**src/rtl/game_pkg.sv**
```systemverilog
// Shared types and default constants for the snake game step scheduler.
package game_pkg;

  localparam int unsigned XY_W             = 10;
  localparam int unsigned STATE_W          = 3;
  localparam int unsigned LVL_W            = 3;
  localparam int unsigned H_MAX_DEF        = 639;
  localparam int unsigned V_MAX_DEF        = 479;
  localparam int unsigned BASE_FRAMES_DEF  = 8;
  localparam int unsigned MIN_FRAMES_DEF   = 2;
  localparam int unsigned FOOD_PER_LVL_DEF = 4;

  typedef enum logic [STATE_W-1:0] {
    ST_IDLE   = 3'd0,
    ST_RUN    = 3'd1,
    ST_STEP   = 3'd2,
    ST_PAUSED = 3'd3,
    ST_OVER   = 3'd4
  } state_e;

  // Highest speed level: the span between base and fastest period, limited by the level width.
  function automatic int unsigned max_level(input int unsigned base_frames,
                                            input int unsigned min_frames);
    int unsigned span;
    span = base_frames - min_frames;
    return (span > 7) ? 7 : span;
  endfunction

endpackage

```
**src/rtl/frame_edge_detect.sv**
```systemverilog
// Turns the scan position reaching the last visible pixel into a single-cycle frame_end pulse.
module frame_edge_detect
  import game_pkg::*;
#(
  parameter int unsigned H_MAX = H_MAX_DEF,
  parameter int unsigned V_MAX = V_MAX_DEF
) (
  input  logic            i_clock,
  input  logic            i_reset_n,
  input  logic [XY_W-1:0] i_x,
  input  logic [XY_W-1:0] i_y,
  output logic            o_frame_end_c
);

  logic w_at_end;
  logic r_at_end;

  assign w_at_end = (i_x == XY_W'(H_MAX)) && (i_y == XY_W'(V_MAX));

  always_ff @(posedge i_clock or negedge i_reset_n) begin
    if (!i_reset_n) begin
      r_at_end <= 1'b0;
    end else begin
      r_at_end <= w_at_end;
    end
  end

  // Rising edge only, so a held end position still yields one event per frame.
  assign o_frame_end_c = w_at_end & ~r_at_end;

endmodule

```
**src/rtl/game_step_scheduler.sv**
```systemverilog
// Snake game sequencer: counts frames, requests a snake move every period frames,
// tracks speed level from eaten food and steers IDLE/RUN/STEP/PAUSED/OVER.
module game_step_scheduler
  import game_pkg::*;
#(
  parameter int unsigned H_MAX        = H_MAX_DEF,
  parameter int unsigned V_MAX        = V_MAX_DEF,
  parameter int unsigned BASE_FRAMES  = BASE_FRAMES_DEF,
  parameter int unsigned MIN_FRAMES   = MIN_FRAMES_DEF,
  parameter int unsigned FOOD_PER_LVL = FOOD_PER_LVL_DEF
) (
  input  logic               i_clock,
  input  logic               i_reset_n,
  input  logic [XY_W-1:0]    i_x,
  input  logic [XY_W-1:0]    i_y,
  input  logic               i_start,
  input  logic               i_pause,
  input  logic               i_food_eaten,
  input  logic               i_step_done,
  input  logic               i_collision,
  output logic               o_step_req,
  output logic [STATE_W-1:0] o_state,
  output logic [LVL_W-1:0]   o_speed_level,
  output logic               o_overrun
);

  localparam int unsigned CNT_W   = $clog2(BASE_FRAMES + 1);
  localparam int unsigned FOOD_W  = $clog2(FOOD_PER_LVL + 1);
  localparam int unsigned LVL_MAX = max_level(BASE_FRAMES, MIN_FRAMES);

  state_e            r_state;
  state_e            w_state_nxt;
  logic              r_step_req;
  logic              w_step_req_nxt;
  logic [CNT_W-1:0]  r_frame_cnt;
  logic [CNT_W-1:0]  w_frame_cnt_nxt;
  logic [FOOD_W-1:0] r_food_cnt;
  logic [FOOD_W-1:0] w_food_cnt_nxt;
  logic [LVL_W-1:0]  r_level;
  logic [LVL_W-1:0]  w_level_nxt;
  logic              r_overrun;
  logic              w_overrun_nxt;
  logic              r_pause_pend;
  logic              w_pause_pend_nxt;
  logic              w_frame_end;
  logic              w_counting;
  logic              w_due;
  logic [31:0]       w_period;
  logic [CNT_W-1:0]  w_period_m1;

  frame_edge_detect #(
    .H_MAX (H_MAX),
    .V_MAX (V_MAX)
  ) u_frame_edge (
    .i_clock       (i_clock),
    .i_reset_n     (i_reset_n),
    .i_x           (i_x),
    .i_y           (i_y),
    .o_frame_end_c (w_frame_end)
  );

  // Frames per move for the current level, floored at the fastest allowed period.
  always_comb begin
    w_period = BASE_FRAMES - 32'(r_level);
    if (w_period < MIN_FRAMES) begin
      w_period = MIN_FRAMES;
    end
    w_period_m1 = CNT_W'(w_period - 32'd1);
  end

  assign w_counting = (r_state == ST_RUN) || (r_state == ST_STEP);
  // >= rather than == so a count left above a freshly shortened period still fires.
  assign w_due      = w_frame_end && w_counting && (r_frame_cnt >= w_period_m1);

  always_ff @(posedge i_clock or negedge i_reset_n) begin
    if (!i_reset_n) begin
      r_state <= ST_IDLE;
    end else begin
      r_state <= w_state_nxt;
    end
  end

  always_comb begin
    w_state_nxt = r_state;
    case (r_state)
      ST_IDLE: begin
        if (i_start) w_state_nxt = ST_RUN;
      end
      ST_RUN: begin
        if (w_due)        w_state_nxt = ST_STEP;
        else if (i_pause) w_state_nxt = ST_PAUSED;
      end
      ST_STEP: begin
        if (i_step_done) begin
          if (i_collision)                 w_state_nxt = ST_OVER;
          else if (r_pause_pend ^ i_pause) w_state_nxt = ST_PAUSED;
          else                             w_state_nxt = ST_RUN;
        end
      end
      ST_PAUSED: begin
        if (i_pause) w_state_nxt = ST_RUN;
      end
      ST_OVER: begin
        if (i_start) w_state_nxt = ST_IDLE;
      end
      default: w_state_nxt = ST_IDLE;
    endcase
  end

  always_comb begin
    w_step_req_nxt   = (w_state_nxt == ST_STEP);
    w_frame_cnt_nxt  = r_frame_cnt;
    w_food_cnt_nxt   = r_food_cnt;
    w_level_nxt      = r_level;
    w_overrun_nxt    = r_overrun;
    w_pause_pend_nxt = 1'b0;

    case (r_state)
      ST_IDLE: begin
        w_frame_cnt_nxt = '0;
        if (i_start) begin
          w_food_cnt_nxt = '0;
          w_level_nxt    = '0;
          w_overrun_nxt  = 1'b0;
        end
      end
      ST_OVER: w_frame_cnt_nxt = '0;
      ST_RUN, ST_STEP: begin
        if (w_due) begin
          w_frame_cnt_nxt = '0;
          // A move came due while the previous one is still outstanding; it is dropped.
          if (r_state == ST_STEP) w_overrun_nxt = 1'b1;
        end else if (w_frame_end) begin
          w_frame_cnt_nxt = r_frame_cnt + CNT_W'(1);
        end
      end
      default: ;
    endcase

    if ((r_state == ST_STEP) && !i_step_done) begin
      w_pause_pend_nxt = r_pause_pend ^ i_pause;
    end else if ((r_state == ST_RUN) && w_due) begin
      w_pause_pend_nxt = i_pause;
    end

    if (w_counting && i_food_eaten) begin
      if (r_food_cnt == FOOD_W'(FOOD_PER_LVL - 1)) begin
        w_food_cnt_nxt = '0;
        if (r_level < LVL_W'(LVL_MAX)) w_level_nxt = r_level + LVL_W'(1);
      end else begin
        w_food_cnt_nxt = r_food_cnt + FOOD_W'(1);
      end
    end
  end

  always_ff @(posedge i_clock or negedge i_reset_n) begin
    if (!i_reset_n) begin
      r_step_req   <= 1'b0;
      r_frame_cnt  <= '0;
      r_food_cnt   <= '0;
      r_level      <= '0;
      r_overrun    <= 1'b0;
      r_pause_pend <= 1'b0;
    end else begin
      r_step_req   <= w_step_req_nxt;
      r_frame_cnt  <= w_frame_cnt_nxt;
      r_food_cnt   <= w_food_cnt_nxt;
      r_level      <= w_level_nxt;
      r_overrun    <= w_overrun_nxt;
      r_pause_pend <= w_pause_pend_nxt;
    end
  end

  assign o_step_req    = r_step_req;
  assign o_state       = r_state;
  assign o_speed_level = r_level;
  assign o_overrun     = r_overrun;

endmodule

```
**config.mk**
```make
export PLATFORM = sky130hd
export DESIGN_NAME = game_step_scheduler
export DESIGN_NICKNAME = d
export VERILOG_FILES = /design/src/rtl/game_pkg.sv /design/src/rtl/frame_edge_detect.sv /design/src/rtl/game_step_scheduler.sv
export SDC_FILE = /design/constraint.sdc
export NUM_CORES = 1
export LEC_CHECK = 0
export ABC_AREA = 1
export CORE_MARGIN = 10
export CORE_UTILIZATION = 30
export DETAILED_ROUTE_END_ITERATION = 6
export GPL_TIMING_DRIVEN = 0
export HOLD_SLACK_MARGIN = 0.15
export SYNTH_ARGS = -nofsm -noshare
export SYNTH_HDL_FRONTEND = slang
export SYNTH_SLANG_ARGS = --single-unit
```
**constraint.sdc**
```tcl
create_clock -name i_clock -period 2.4 [get_ports i_clock]
set_clock_uncertainty 0.05 [all_clocks]
set_input_delay 0.48 -clock i_clock [delete_from_list [all_inputs] [get_ports i_clock]]
set_output_delay 0.48 -clock i_clock [all_outputs]
set_load 0.03 [all_outputs]
```
==> impl_metrics.yaml, run 1 <==
grt:
  grt_pass1_wl_um: 5220
  grt_max_degree: 18
  grt_pass1_vias: 1178
  grt_usage_pct: 8.45
  gr-total-overflow: 0
  antenna_found_initial: 0
pwr:
  switching_share_pct: 46.1
  combinationalPowerShare_pct: 67.8
  pwr-share-seq_pct: 21.5
  vdd_drop_max_mv: 0.689
  p_leak_uw: 0.000869
  power_density_nw_per_um2: 1090
  power.internal_uw: 1100
  p_sw_uw: 942
  finalPower_uw: 2050
  clkPwrFrac_pct: 10.7
floorplanning:
  die-area_um2: 7110
  core_area_um2: 4000
  start_util_pct: 31.0
  die-height_um: 84.3
  num_rows: 23
  die_width_um: 84.3
  io_pins: 35
setup_path:
  cp_max_fo: 5
  cp-start-kind: "flop"
  cp_data_arrival_time_ns: 2.49
  worst_setup_path_end_kind: "flop"
  worstPathRequired_ns: 2.53
  rr_worst_depth: 17
  path_class: "flop to flop"
routing:
  routed_wl_um: 3030
  drcViolationCount: 0
  drt_iter0_markers: 60
  route.vias.total: 1164
  drt-pass1-iter-count: 4
  vias_per_cell: 4.56
  wl_per_cell_um: 11.9
  antenna_left: 0
timing:
  max_slew.worst_pin.slew_ns: 0.817
  holdWs_ns: 0.436
  final-max-slew-violation-count: 0
  final_hold_viol_count: 0
  fin_crit_sh_pct: 98.0
  setup_violations: 0
  period_needed_ns: 2.35
  max_freq_mhz: 425
  rsz0062_at_grt: "true"
  max_slew_margin_pct: 45.3
logic_synthesis:
  synth_nets: 194
  yosys_warnings: 0
  syn_area_per_cell_um2: 7.86
  synth-seq-cells: 17
  ys_types: 32
  syn-instance-count: 158
  synth.yosys.seq_area_share_pct: 34.3
  netlist_area_um2: 1240
placement:
  placed_area_um2: 1660
  place_congestion: 0.767
  io_buffers: 34
  place_hpwl_um: 2320
cts:
  cts_max_path_buffers: 2
  h-tree-depth: 1
  cts_buffers: 3
  holdBufCountCts: 0
  insertion_delay_ns: 0.25
  cts_tree: "built"
  clock-sinks: 17
  cts-root-buf: "clkbuf_8"
  clk_pin_slew_ns: 0.07
final_layout:
  antennaDiodeCount: 0
  fillers: 399
  syn_to_final_growth_pct: 51.2
  drive_gt1_share_pct: 27.3
  fin_nets: 242
  final_area_um2: 1880
flow_run:
  drv_cap: 0
min_path:
  worstHoldPathType: "flop to flop"
  holdPathStages: 2
run_status:
  status: "finished, final reports clean"
Yosys cell counts (all sizes together):
library cell	count	share of area (%)
nand2	41	16
inv	25	7.6
nor2	19	7.2
dfrtp	17	34
nand3	13	6.7
ha	9	9.1
o21ai	9	4.2
nand4	5	2.5
a21oi	4	2.8
xor2	3	2.1
nor3	2	0.81
xnor2	2	1.4
a21boi	1	0.61
a31o	1	0.71
a31oi	1	0.50
a32o	1	0.81
clkinv	1	0.30
nand3b	1	0.61
o211ai	1	0.61
o21a	1	0.61
o31ai	1	0.61
routing by layer:
metal  share of wire (%)  wire [um]  global-route usage, %
met4                0.16          5                   1.67
met1                  44       1320                   10.0
met5                   0          0                      0
met2                  49       1490                   13.8
met3                 7.0        212                   3.77
layout by cell type (no fill, tap or decap), types with 2 or more instances in the layout:
| cell type | netlist | final |
|---|---|---|
| nand3_1 | 11 | 8 |
| inv_1 | 20 | 18 |
| buf_6 | 0 | 2 |
| a21oi_1 | 2 | 2 |
| buf_4 | 0 | 7 |
| nand2_1 | 31 | 29 |
| ha_4 | 0 | 3 |
| nor2_2 | 1 | 2 |
| nand4_1 | 5 | 5 |
| o21ai_2 | 2 | 3 |
| nand3_2 | 1 | 3 |
| nor2_4 | 2 | 2 |
| dfrtp_1 | 17 | 15 |
| nand2_4 | 4 | 4 |
| inv_2 | 5 | 8 |
| ha_1 | 9 | 6 |
| clkbuf_8 | 0 | 3 |
| nand2_2 | 6 | 8 |
| nor2_1 | 16 | 15 |
| dfrtp_2 | 0 | 2 |
| o21ai_1 | 5 | 4 |
| o21ai_0 | 2 | 2 |
| clkdlybuf4s50_1 | 0 | 34 |
| nand3_4 | 1 | 2 |
| xor2_1 | 3 | 3 |
stage by stage:
| step | worst slack [ns] | TNS (ns) | std cells | utilization, % |
|---|---|---|---|---|
| 2_1_floorplan | 0.000600 | 0 | 158 | - |
| 3_3_place_gp | -0.0851 | -0.287 | 242 | 41.5 |
| 3_5_place_dp | -0.112 | -0.493 | 242 | 41.5 |
| 4_1_cts | 0.00545 | 0 | 250 | 44.3 |
| 5_1_grt | -0.103 | -0.445 | 255 | 46.9 |
| 6_report | 0.0471 | 0 | 255 | 46.9 |
sequential cells by signal (all words and copies together) (netlist names):
name,flops
r_pause_pend,1
u_frame_edge.r_at_end,1
o_state,3
r_food_cnt,3
r_frame_cnt,4
o_overrun,1
o_step_req,1
o_speed_level,3
worst max-delay path: stages (launching register included):
cell and delay (ns):
dfrtp_2 0.41, inv_2 0.09, ha_4 0.16, xnor2_4 0.13, nor2_2 0.05, nand2_1 0.07
nand2_2 0.08, ha_4 0.17, xnor2_2 0.13, ha_1 0.27, nand2_1 0.06, inv_2 0.07
nand3_2 0.08, nand3_4 0.09, nand3_4 0.11, nand2_2 0.09, nand2_2 0.06, a21oi_2 0.10
cell type report:
type | instances | area [um2] | area share (%)
Multi-Input combinational cell | 115 | 827 | 44.1
Inverter | 26 | 97.6 | 5.20
Clock inverter | 1 | 5.00 | 0.267
Tap cell | 50 | 62.6 | 3.33
Sequential cell | 17 | 428 | 22.8
Clock buffer | 3 | 41.3 | 2.20
Timing Repair Buffer | 43 | 415 | 22.1
power by group through the flow:
stage / registers, uW / logic [uW] / clock network [uW]
6_report: 440 / 1390 / 219
3_5_place_dp: 451 / 1060 / 0
3_3_place_gp: 450 / 1050 / 0
5_1_grt: 450 / 1550 / 246
2_1_floorplan: 499 / 742 / 0
4_1_cts: 436 / 1150 / 227
repair_timing:
action                                  in CTS  in global routing
resized for setup                            5                 14
endpoints found under the setup margin       9                  9
buffers inserted                             4                  5
pin swaps                                    3                 11
final timing paths:
kind | slack (ns) | endpoint | from
min reg2reg | 0.44 | o_overrun | o_overrun
max in group asynchronous | 1.09 | o_speed_level[0] | i_reset_n
min | 0.44 | o_overrun | o_overrun
max reg2reg | 0.05 | o_step_req | o_speed_level[1]
min in group asynchronous | 0.65 | r_pause_pend | i_reset_n
max | 0.05 | o_step_req | o_speed_level[1]
kinds of logic after synthesis:
kind of cell	share of synthesized area, %
buf+inv	7.86
simple gates	33.8
compound gates	11.5
flops	34.3
fa+ha+maj	9.07
xor+xnor	3.53
Power figures use the tool's default switching activity.
==> run 2: changes to the inputs <==
--- a/config.mk
+++ b/config.mk
@@ -13,4 +13,5 @@
 export HOLD_SLACK_MARGIN = 0.15
 export SYNTH_ARGS = -nofsm -noshare
 export SYNTH_HDL_FRONTEND = slang
+export SYNTH_HIERARCHICAL = 1
 export SYNTH_SLANG_ARGS = --single-unit
==> run 2 against run 1 <==
Worst hold slack got worse by 0.011 ns. Via count shrank 3.1%. Sequential share of layout area increased by 3.0 points. Final cell count down 2.4%. Sequential power is 4% lower. Die area is 4.0% lower. Critical path depth decreased by 3. Global-route usage rose by 0.68 points. Power fell by 34%. Design area fell by 12%. Clock-buffer cell count stayed put. Critical endpoint unchanged. Largest power group unchanged.
==> impl_metrics.yaml, run 2 <==
timing:
  period_needed_ns: 2.14
  setup_violations: 0
  final-max-slew-violation-count: 0
  max_slew_margin_pct: 47.0
  rsz0062_at_grt: "false"
  fin_setup_tns_ns: 0
  fin_crit_sh_pct: 89.3
  max_slew.worst_pin.slew_ns: 0.793
  final_hold_viol_count: 0
  max_freq_mhz: 467
setup_path:
  cp-start-kind: "flop"
  slowest_stage: "dfrtp_2"
  crit_chain: "inv_1, ha_1, xnor2_2, buf_4, o21ai_0, ha_1, nand2_1, inv_1, nand3_1, nand3_1, nand2_4, nand2_2, nand2_2, nor2_1"
  worstPathRequired_ns: 2.50
  cp_data_arrival_time_ns: 2.24
  reg2reg_slack_ns: 0.26
  max_stage_delay_ns: 0.37
  worst_setup_path_end_kind: "flop"
  path_class: "flop to flop"
  cp_max_fo: 7
pwr:
  power_density_nw_per_um2: 818
  vdd_drop_max_mv: 0.520
  p_leak_uw: 0.000841
routing:
  vias_per_cell: 4.53
  wl_per_cell_um: 11.3
  drt-pass1-iter-count: 4
  drt_iter0_markers: 40
  route.vias.total: 1128
  routed_wl_um: 2810
  antenna_left: 0
  drcViolationCount: 0
floorplanning:
  die-area_um2: 6830
  core_area_um2: 3720
  num_rows: 22
  start_util_pct: 31.6
  die_width_um: 82.6
  die-height_um: 82.6
  io_pins: 35
logic_synthesis:
  ys_types: 24
  synth-async-reset-ratio_pct: 100
  synth.most_common_cell: "nand2_1"
  ys_top_cells_by_area: "dfrtp_1 36%, nand2_1 13%, ha_1 9.6%"
  synth_nets: 196
  syn-instance-count: 160
  syn_area_per_cell_um2: 7.35
  yosys_warnings: 6
  synth_top_area_share_pct: 36.2
  yosysTopAreaCell: "dfrtp_1"
  netlist_area_um2: 1180
  netlist_top_cells_count: "40 x nand2_1, 24 x inv_1, 18 x nor2_1"
  synth.yosys.seq_area_share_pct: 36.2
  synth_edf_count: 0
  postSynth.topFlopCell: "dfrtp_1"
  synth-seq-cells: 17
run_status:
  status: "finished, final reports clean"
grt:
  gr-total-overflow: 0
  antenna_found_initial: 0
  grt_usage_pct: 9.13
  grt_pass1_vias: 1129
  grt_pass1_wl_um: 4960
  grt_max_degree: 18
cts:
  h-tree-depth: 1
  holdBufCountCts: 0
  cts-root-buf: "clkbuf_8"
  cts_tree: "built"
  cts_max_path_buffers: 2
  clock-sinks: 17
  cts_buffers: 3
  insertion_delay_ns: 0.25
  clk_pin_slew_ns: 0.07
final_layout:
  largest_reg_flops: 4
  syn_to_final_growth_pct: 41.2
  final_cell_mix: "40 x nand2_1, 34 x clkdlybuf4s50_1, 24 x inv_1"
  fin_util_pct: 44.7
  fin_nets: 238
  antennaDiodeCount: 0
  final_common_cell: "nand2_1"
  drive_gt1_share_pct: 11.4
  regMostFlops: "r_frame_cnt"
  fillers: 401
placement:
  place_congestion: 0.760
  place_hpwl_um: 2360
  io_buffers: 34
flow_run:
  drv_cap: 0
min_path:
  worstHoldPathType: "flop to flop"
run 2: changes by cell type after synthesis, sizes merged, moves of 2 or more:
cell / change
nand2: +4
nor3: +2
o21ai: -2
or2: +2
run 2: critical path, delay by kind of cell (launching register included):
| kind | cells | cell delay, ns |
|---|---|---|
| compound gates | 1 | 0.15 |
| xor+xnor | 1 | 0.14 |
| fa+ha+maj | 2 | 0.49 |
| buf+inv | 3 | 0.25 |
| flops | 1 | 0.37 |
| simple gates | 7 | 0.58 |
run 2: logic make-up after synthesis:
logic type,share of synthesized area (%)
AND/OR/NAND/NOR,35.6
buffers and inverters,8.30
flip-flops,36.2
AO/OA/AOI/OAI,7.34
adder cells (fa/ha/maj),9.57
XOR/XNOR,2.98
run 2: timing repair:
item / 4_1_cts / 5_1_grt
buffers inserted: 0 / 3
pin swaps: 0 / 1
setup endpoints to repair: 3 / 9
resized for setup: 1 / 3
run 2: power by group:
group          internal [uW]  switching (uW)
sequential               355            69.0
clock                    115             102
combinational            292             426
run 2: final timing paths:
path | start | to | cells past startpoint
min in group asynchronous | i_reset_n | o_state[2] | 1
min | o_speed_level[0] | o_speed_level[0] | 1
max in group asynchronous | i_reset_n | o_speed_level[1] | 1
max reg2reg | o_speed_level[0] | o_step_req | 14
min reg2reg | o_speed_level[0] | o_speed_level[0] | 1
max | o_speed_level[0] | o_step_req | 14
run 2: metal layers:
metal | up-vias | GRT usage [%] | part of all wire [%]
li1 | 598 | - | -
met1 | 517 | 10.7 | 46
met2 | 11 | 15.9 | 49
met3 | 2 | 2.59 | 5.1
met4 | 0 | 2.51 | 0.21
met5 | - | 0 | 0
run 2: layout make-up:
class / count / area, um2 / area share, %
clock buffer: 3 / 41.3 / 2.49
tap: 48 / 60.1 / 3.62
sequential: 17 / 428 / 25.8
clock inverter: 1 / 5.00 / 0.301
timing repair buffer: 37 / 363 / 21.9
multi-input combinational: 117 / 666 / 40.1
inverter: 26 / 97.6 / 5.88
run 2: through the flow:
stage               instance area, um2  std cells  worst slack [ns]  power, uW  hold slack, ns
floorplan                         1180        160            0.0220        921           0.134
global placement                  1580        242           -0.0111       1120           0.443
detailed placement                1580        242           -0.0299       1130           0.441
CTS                               1630        246            0.0373       1360           0.453
global route                      1660        249            0.0116       1510           0.470
finish                            1660        249             0.258       1360           0.425
==> run 3: changes to the inputs <==
--- a/config.mk
+++ b/config.mk
@@ -11,6 +11,8 @@
 export DETAILED_ROUTE_END_ITERATION = 6
 export GPL_TIMING_DRIVEN = 0
 export HOLD_SLACK_MARGIN = 0.15
+export SETUP_SLACK_MARGIN = 0.2
+export SLEW_MARGIN = 15
 export SYNTH_ARGS = -nofsm -noshare
 export SYNTH_HDL_FRONTEND = slang
 export SYNTH_HIERARCHICAL = 1
==> run 3 against run 2 <==
Clock power hardly changed. Critical endpoint unchanged. Routed wire length up 2.3%. Power increased by 3.9%. Non-clock buffer count up 3. Global-route usage barely moved. Worst hold slack gained 0.022 ns. Combinational power rose by 7.3%.
==> impl_metrics.yaml, run 3 (synthesis gave the netlist of run 2 again) <==
timing:
  max_freq_mhz: 480
  fin_setup_tns_ns: 0
  period_needed_ns: 2.09
  setup_violations: 0
  finalWorstSetupSlack_ns: 0.315
  holdWs_ns: 0.448
  rsz0062_at_grt: "true"
  max_slew.worst_pin.slew_ns: 0.812
  fin_crit_sh_pct: 86.9
  final-max-slew-violation-count: 0
  final_hold_viol_count: 0
  max_slew_margin_pct: 45.7
cts:
  cts_max_path_buffers: 2
  h-tree-depth: 1
  cts-root-buf: "clkbuf_8"
  insertion_delay_ns: 0.25
  clock-sinks: 17
  cts_buffers: 3
  cts_tree: "built"
  holdBufCountCts: 0
  clk_pin_slew_ns: 0.07
pwr:
  power_density_nw_per_um2: 822
  finalPower_uw: 1410
  p_leak_uw: 0.000868
  vdd_drop_max_mv: 0.587
floorplanning:
  num_rows: 22
  die_width_um: 82.6
  die-height_um: 82.6
  start_util_pct: 31.6
  core_area_um2: 3720
  io_pins: 35
  die-area_um2: 6830
final_layout:
  fillers: 386
  drive_gt1_share_pct: 14.7
  fin_nets: 241
  largest_reg_flops: 4
  syn_to_final_growth_pct: 46.0
  final_common_cell: "nand2_1"
  regMostFlops: "r_frame_cnt"
  antennaDiodeCount: 0
  final_cell_mix: "40 x nand2_1, 34 x clkdlybuf4s50_1, 22 x inv_1"
placement:
  io_buffers: 34
  place_ws_ns: 0.106
  place_congestion: 0.751
  place_hpwl_um: 2290
min_path:
  hold_path.startpoint: "r_food_cnt[2]"
  worstHoldPathType: "flop to flop"
routing:
  wl_per_cell_um: 11.4
  antenna_left: 0
  drt-pass1-iter-count: 4
  routed_wl_um: 2880
  drcViolationCount: 0
  drt_iter0_markers: 61
  route.vias.total: 1115
  vias_per_cell: 4.42
setup_path:
  crit_top_cell: "nand2_1"
  path_delay_family: "simple AND/OR/NAND/NOR gates"
  worstPathRequired_ns: 2.50
  reg2reg_from: "o_speed_level[1]"
  worst_setup_path_end_kind: "flop"
  critPathLaunch: "o_speed_level[1]"
  cp_max_fo: 7
  slowest_stage: "dfrtp_2"
  cp-start-kind: "flop"
  cp_data_arrival_time_ns: 2.18
  crit_chain: "inv_2, ha_4, xnor2_2, nor2_1, nor3_1, a21oi_1, ha_1, nand2_1, nand2_1, nand2_1, nand3_2, nand2_4, nand2_2, nand2_2, nor2_1"
  path_class: "flop to flop"
  max_stage_delay_ns: 0.42
  crit_buf_inv: 1
grt:
  antenna_found_initial: 0
  grt_pass1_vias: 1117
  grt_max_degree: 18
  grt_usage_pct: 9.17
  gr-total-overflow: 0
  grt_pass1_wl_um: 4980
flow_run:
  drv_cap: 0
run_status:
  status: "finished, final reports clean"
run 3: repair_timing:
item,in CTS,in global routing
resized for setup,1,9
pin swaps,2,6
setup buffers,3,3
endpoints found under the setup margin,8,9
run 3: power by group:
| part | internal [uW] | leakage, uW | switching [uW] | total [uW] |
|---|---|---|---|---|
| combinational | 325 | 0.000621 | 444 | 769 |
| sequential | 355 | 0.000225 | 70.0 | 425 |
| clock | 118 | 0.0000228 | 99.9 | 218 |
| total | 798 | 0.000868 | 614 | 1410 |
run 3: worst reg2reg max path: cells and delay by family, from the launching register on:
family                   cells  cell delay (ns)
AND/OR/NAND/NOR             10             0.78
buffers and inverters        1             0.09
AO/OA/AOI/OAI                1             0.07
flip-flops                   1             0.42
adder cells (fa/ha/maj)      2             0.45
XOR/XNOR                     1             0.12
run 3: layer usage:
metal	global-route usage [%]	share of wire [%]
met1	10.6	44
met2	15.9	49
met3	3.56	6.6
met4	1.51	0
met5	0	0
run 3: through the flow:
step	cells	area, um2	utilization, %
floorplan	160	1190	-
finish	252	1720	46.2
detailed placement	242	1590	42.7
global route	252	1720	46.2
CTS	249	1660	44.6
global placement	242	1590	42.7
run 3: final cells by class:
| cell class | instances | area [um2] | area share, % |
|---|---|---|---|
| flip-flops and latches | 17 | 428 | 24.9 |
| repair buffers | 40 | 389 | 22.7 |
| clock buffers | 4 | 45.0 | 2.62 |
| multi-input cells | 117 | 694 | 40.5 |
| well taps | 48 | 60.1 | 3.50 |
| inverters | 26 | 100 | 5.83 |
run 3: path summary, 6_finish.rpt:
| check | endpoint | cells after the start | slack (ns) |
|---|---|---|---|
| setup / recovery | o_step_req | 15 | 0.31 |
| hold reg to reg | r_food_cnt[2] | 2 | 0.45 |
| hold / removal | r_food_cnt[2] | 2 | 0.45 |
| min in group asynchronous | u_frame_edge/r_at_end | 1 | 0.65 |
| max in group asynchronous | o_speed_level[1] | 1 | 1.10 |
| setup reg to reg | o_step_req | 15 | 0.31 |
==> patch, RTL diff (settings of run 2) <==
`V_MAX_DEF`: 479 -> 239.
--- a/src/rtl/game_pkg.sv
+++ b/src/rtl/game_pkg.sv
@@ -7,3 +7,3 @@
   localparam int unsigned H_MAX_DEF        = 639;
-  localparam int unsigned V_MAX_DEF        = 479;
+  localparam int unsigned V_MAX_DEF        = 239;
   localparam int unsigned BASE_FRAMES_DEF  = 8;
Behaviour: no difference found for any inputs over 10 cycles, from zero or initial values and one cycle with i_reset_n low; that may be too few to reach the edited logic, so the function may still have changed.
==> patch against run 2 <==
- worst setup slack worse by 0.020 ns
- final cell count is 0.40% higher
- synthesized area is 0.32% higher
- sequential cell count stayed put
- power is 0.47% lower
- wire length is 2.5% lower
- critical path type unchanged
- final area is 0.45% higher
==> patch: results (changes against run 2) <==
* Status: complete, no violations (unchanged)
* Area post-placement at 0.001580 mm^2 (was 0.001577 mm^2)
* Initial antenna violation count at 0 (unchanged)
* Cell leakage power at 0.8504 nW (was 0.8408 nW)
* Ys flop type: dfrtp_1 (unchanged)
* Initial DRC Count at 38 (was 40)
* Pre-CTS setup slack at -0.02265 ns (was -0.02988 ns)
* Wire per inst at 10.96 um (was 11.28 um)
* CP max stage delay at 0.37 ns (about the same)
* HP Class: flop to flop (unchanged)
* DR vias at 1096 (was 1128)
* Hold worst-path end: o_speed_level[0] (unchanged)
* Layout cell share with drive strength beyond 1 at 11.39% (was 11.44%)
* Share of the synthesized area in the top cell type at 36.06% (was 36.17%)
* Clock transition at path regs at around 0.06 ns
* Hold Path Depth at 1 (unchanged)
* Final core utilization at 44.55% (was 44.68%)
* Maximum vdd drop at 0.0005364 V (was 0.0005203 V)
* R2R depth at 15 (was 14)
* Filler Cells Inserted at 409 (was 401)
* Clock Tree Root: clkbuf_8 (unchanged)
* Largest net degree at the start of global routing at 18 (unchanged)
* IO Port Bufs at 34 (unchanged)
* Slew Limit Fails at 0 (unchanged)
* CP Data Arrival Time at 2.26 ns (was 2.24 ns)
* Final #Nets at 239 (was 238)
* Final hold slack at 0.4350 ns (was 0.4252 ns)
* R2R Path End: o_step_req (unchanged)
* Tot GR Track Use at 8.959% (was 9.127%)
* Syn Nets at 197 (was 196)
* Synth async-reset ratio at 100.0% (unchanged)
* Ys Warns at 6 (unchanged)
* Hold_sp: o_speed_level[0] (unchanged)
* Post-detail-place hpwl at 2309 um (was 2361 um)
* Mapped Cells at 161 (was 160)
* Placed insts at 243 (was 242)
* Post-route worst setup slack at 0.2378 ns (was 0.2579 ns)
* Worst Tran Pin Value at 0.7630 ns (was 0.7930 ns)
* Top cells by area, synth: dfrtp_1 (36%), nand2_1 (13%), ha_1 (9.5%), inv_1 (8.0%), nor2_1 (5.7%) (was dfrtp_1 (36%), nand2_1 (13%), ha_1 (9.6%), inv_1 (7.7%), nor2_1 (5.7%))
* Global placement routability congestion at 0.7604 (was 0.7601)
* First-pass GRT wire length at 4809 um (was 4961 um)
* Final WL at 2739 um (was 2809 um)
* Ant. Diodes at 0 (unchanged)
* Worst-Skew Late Latency at 0.25 ns (about the same)
* Commonest cells in the netlist: nand2_1 (40), inv_1 (25), nor2_1 (18) (was nand2_1 (40), inv_1 (24), nor2_1 (18))
* Post-synthesis sequential area ratio at 36.06% (was 36.17%)
-- patch: changes by cell type after synthesis --
cell / change
inv_1: +1
-- patch: timing repair --
item | in CTS | in global routing
setup buffers | 0 | 3
gates cloned | 0 | 0
hold endpoints to repair | 0 | 0
resized for setup | 1 | 4
setup endpoints to repair | 1 | 9
pin swaps | 0 | 2
-- patch: logic make-up after synthesis --
kind of cell / after synthesis / share of synthesized area, %
buffers and inverters: 27 / 8.590
xor gates and xnor gates: 4 / 2.970
AOI/OAI and AO/OA: 15 / 7.318
DFF: 17 / 36.06
and+or+nand+nor: 89 / 35.52
adders and majority gates: 9 / 9.544
-- patch: how the worst max path moves through the flow --
stage / endpoint / cells past startpoint
2_1_floorplan: o_step_req / 15
3_3_place_gp: o_step_req / 15
3_5_place_dp: o_step_req / 15
4_1_cts: o_step_req / 15
5_1_grt: o_step_req / 15
6_report: o_step_req / 15
-- patch: critical path, delay by kind of cell (launching register included) --
family                     cells  cell delay (ns)
and+or+nand+nor               10             0.76
adders and majority gates      2             0.53
DFF                            1             0.37
xor gates and xnor gates       1             0.22
buffers and inverters          1             0.07
AOI/OAI and AO/OA              1             0.06
-- patch: layout make-up --
cell class | instances | share of cell area (%)
Clock buffer | 4 | 2.701
Inverter | 27 | 6.077
Multi-Input combinational cell | 117 | 40.21
Sequential cell | 17 | 25.66
Tap cell | 48 | 3.601
Timing Repair Buffer | 37 | 21.76
-- patch: layer usage --
metal  vias up  GRT usage, %  share of wire, %
li1        600             -                 -
met1       479         10.11                45
met2        13         15.82                49
met3         4         3.132               4.7
met4         0         2.007              0.62
met5         -             0                 0
-- patch: power by group --
group / internal (mW) / switching [mW]
Combinational: 0.290 / 0.428
Clock: 0.118 / 0.0926
Sequential: 0.355 / 0.0685
Total: 0.763 / 0.589
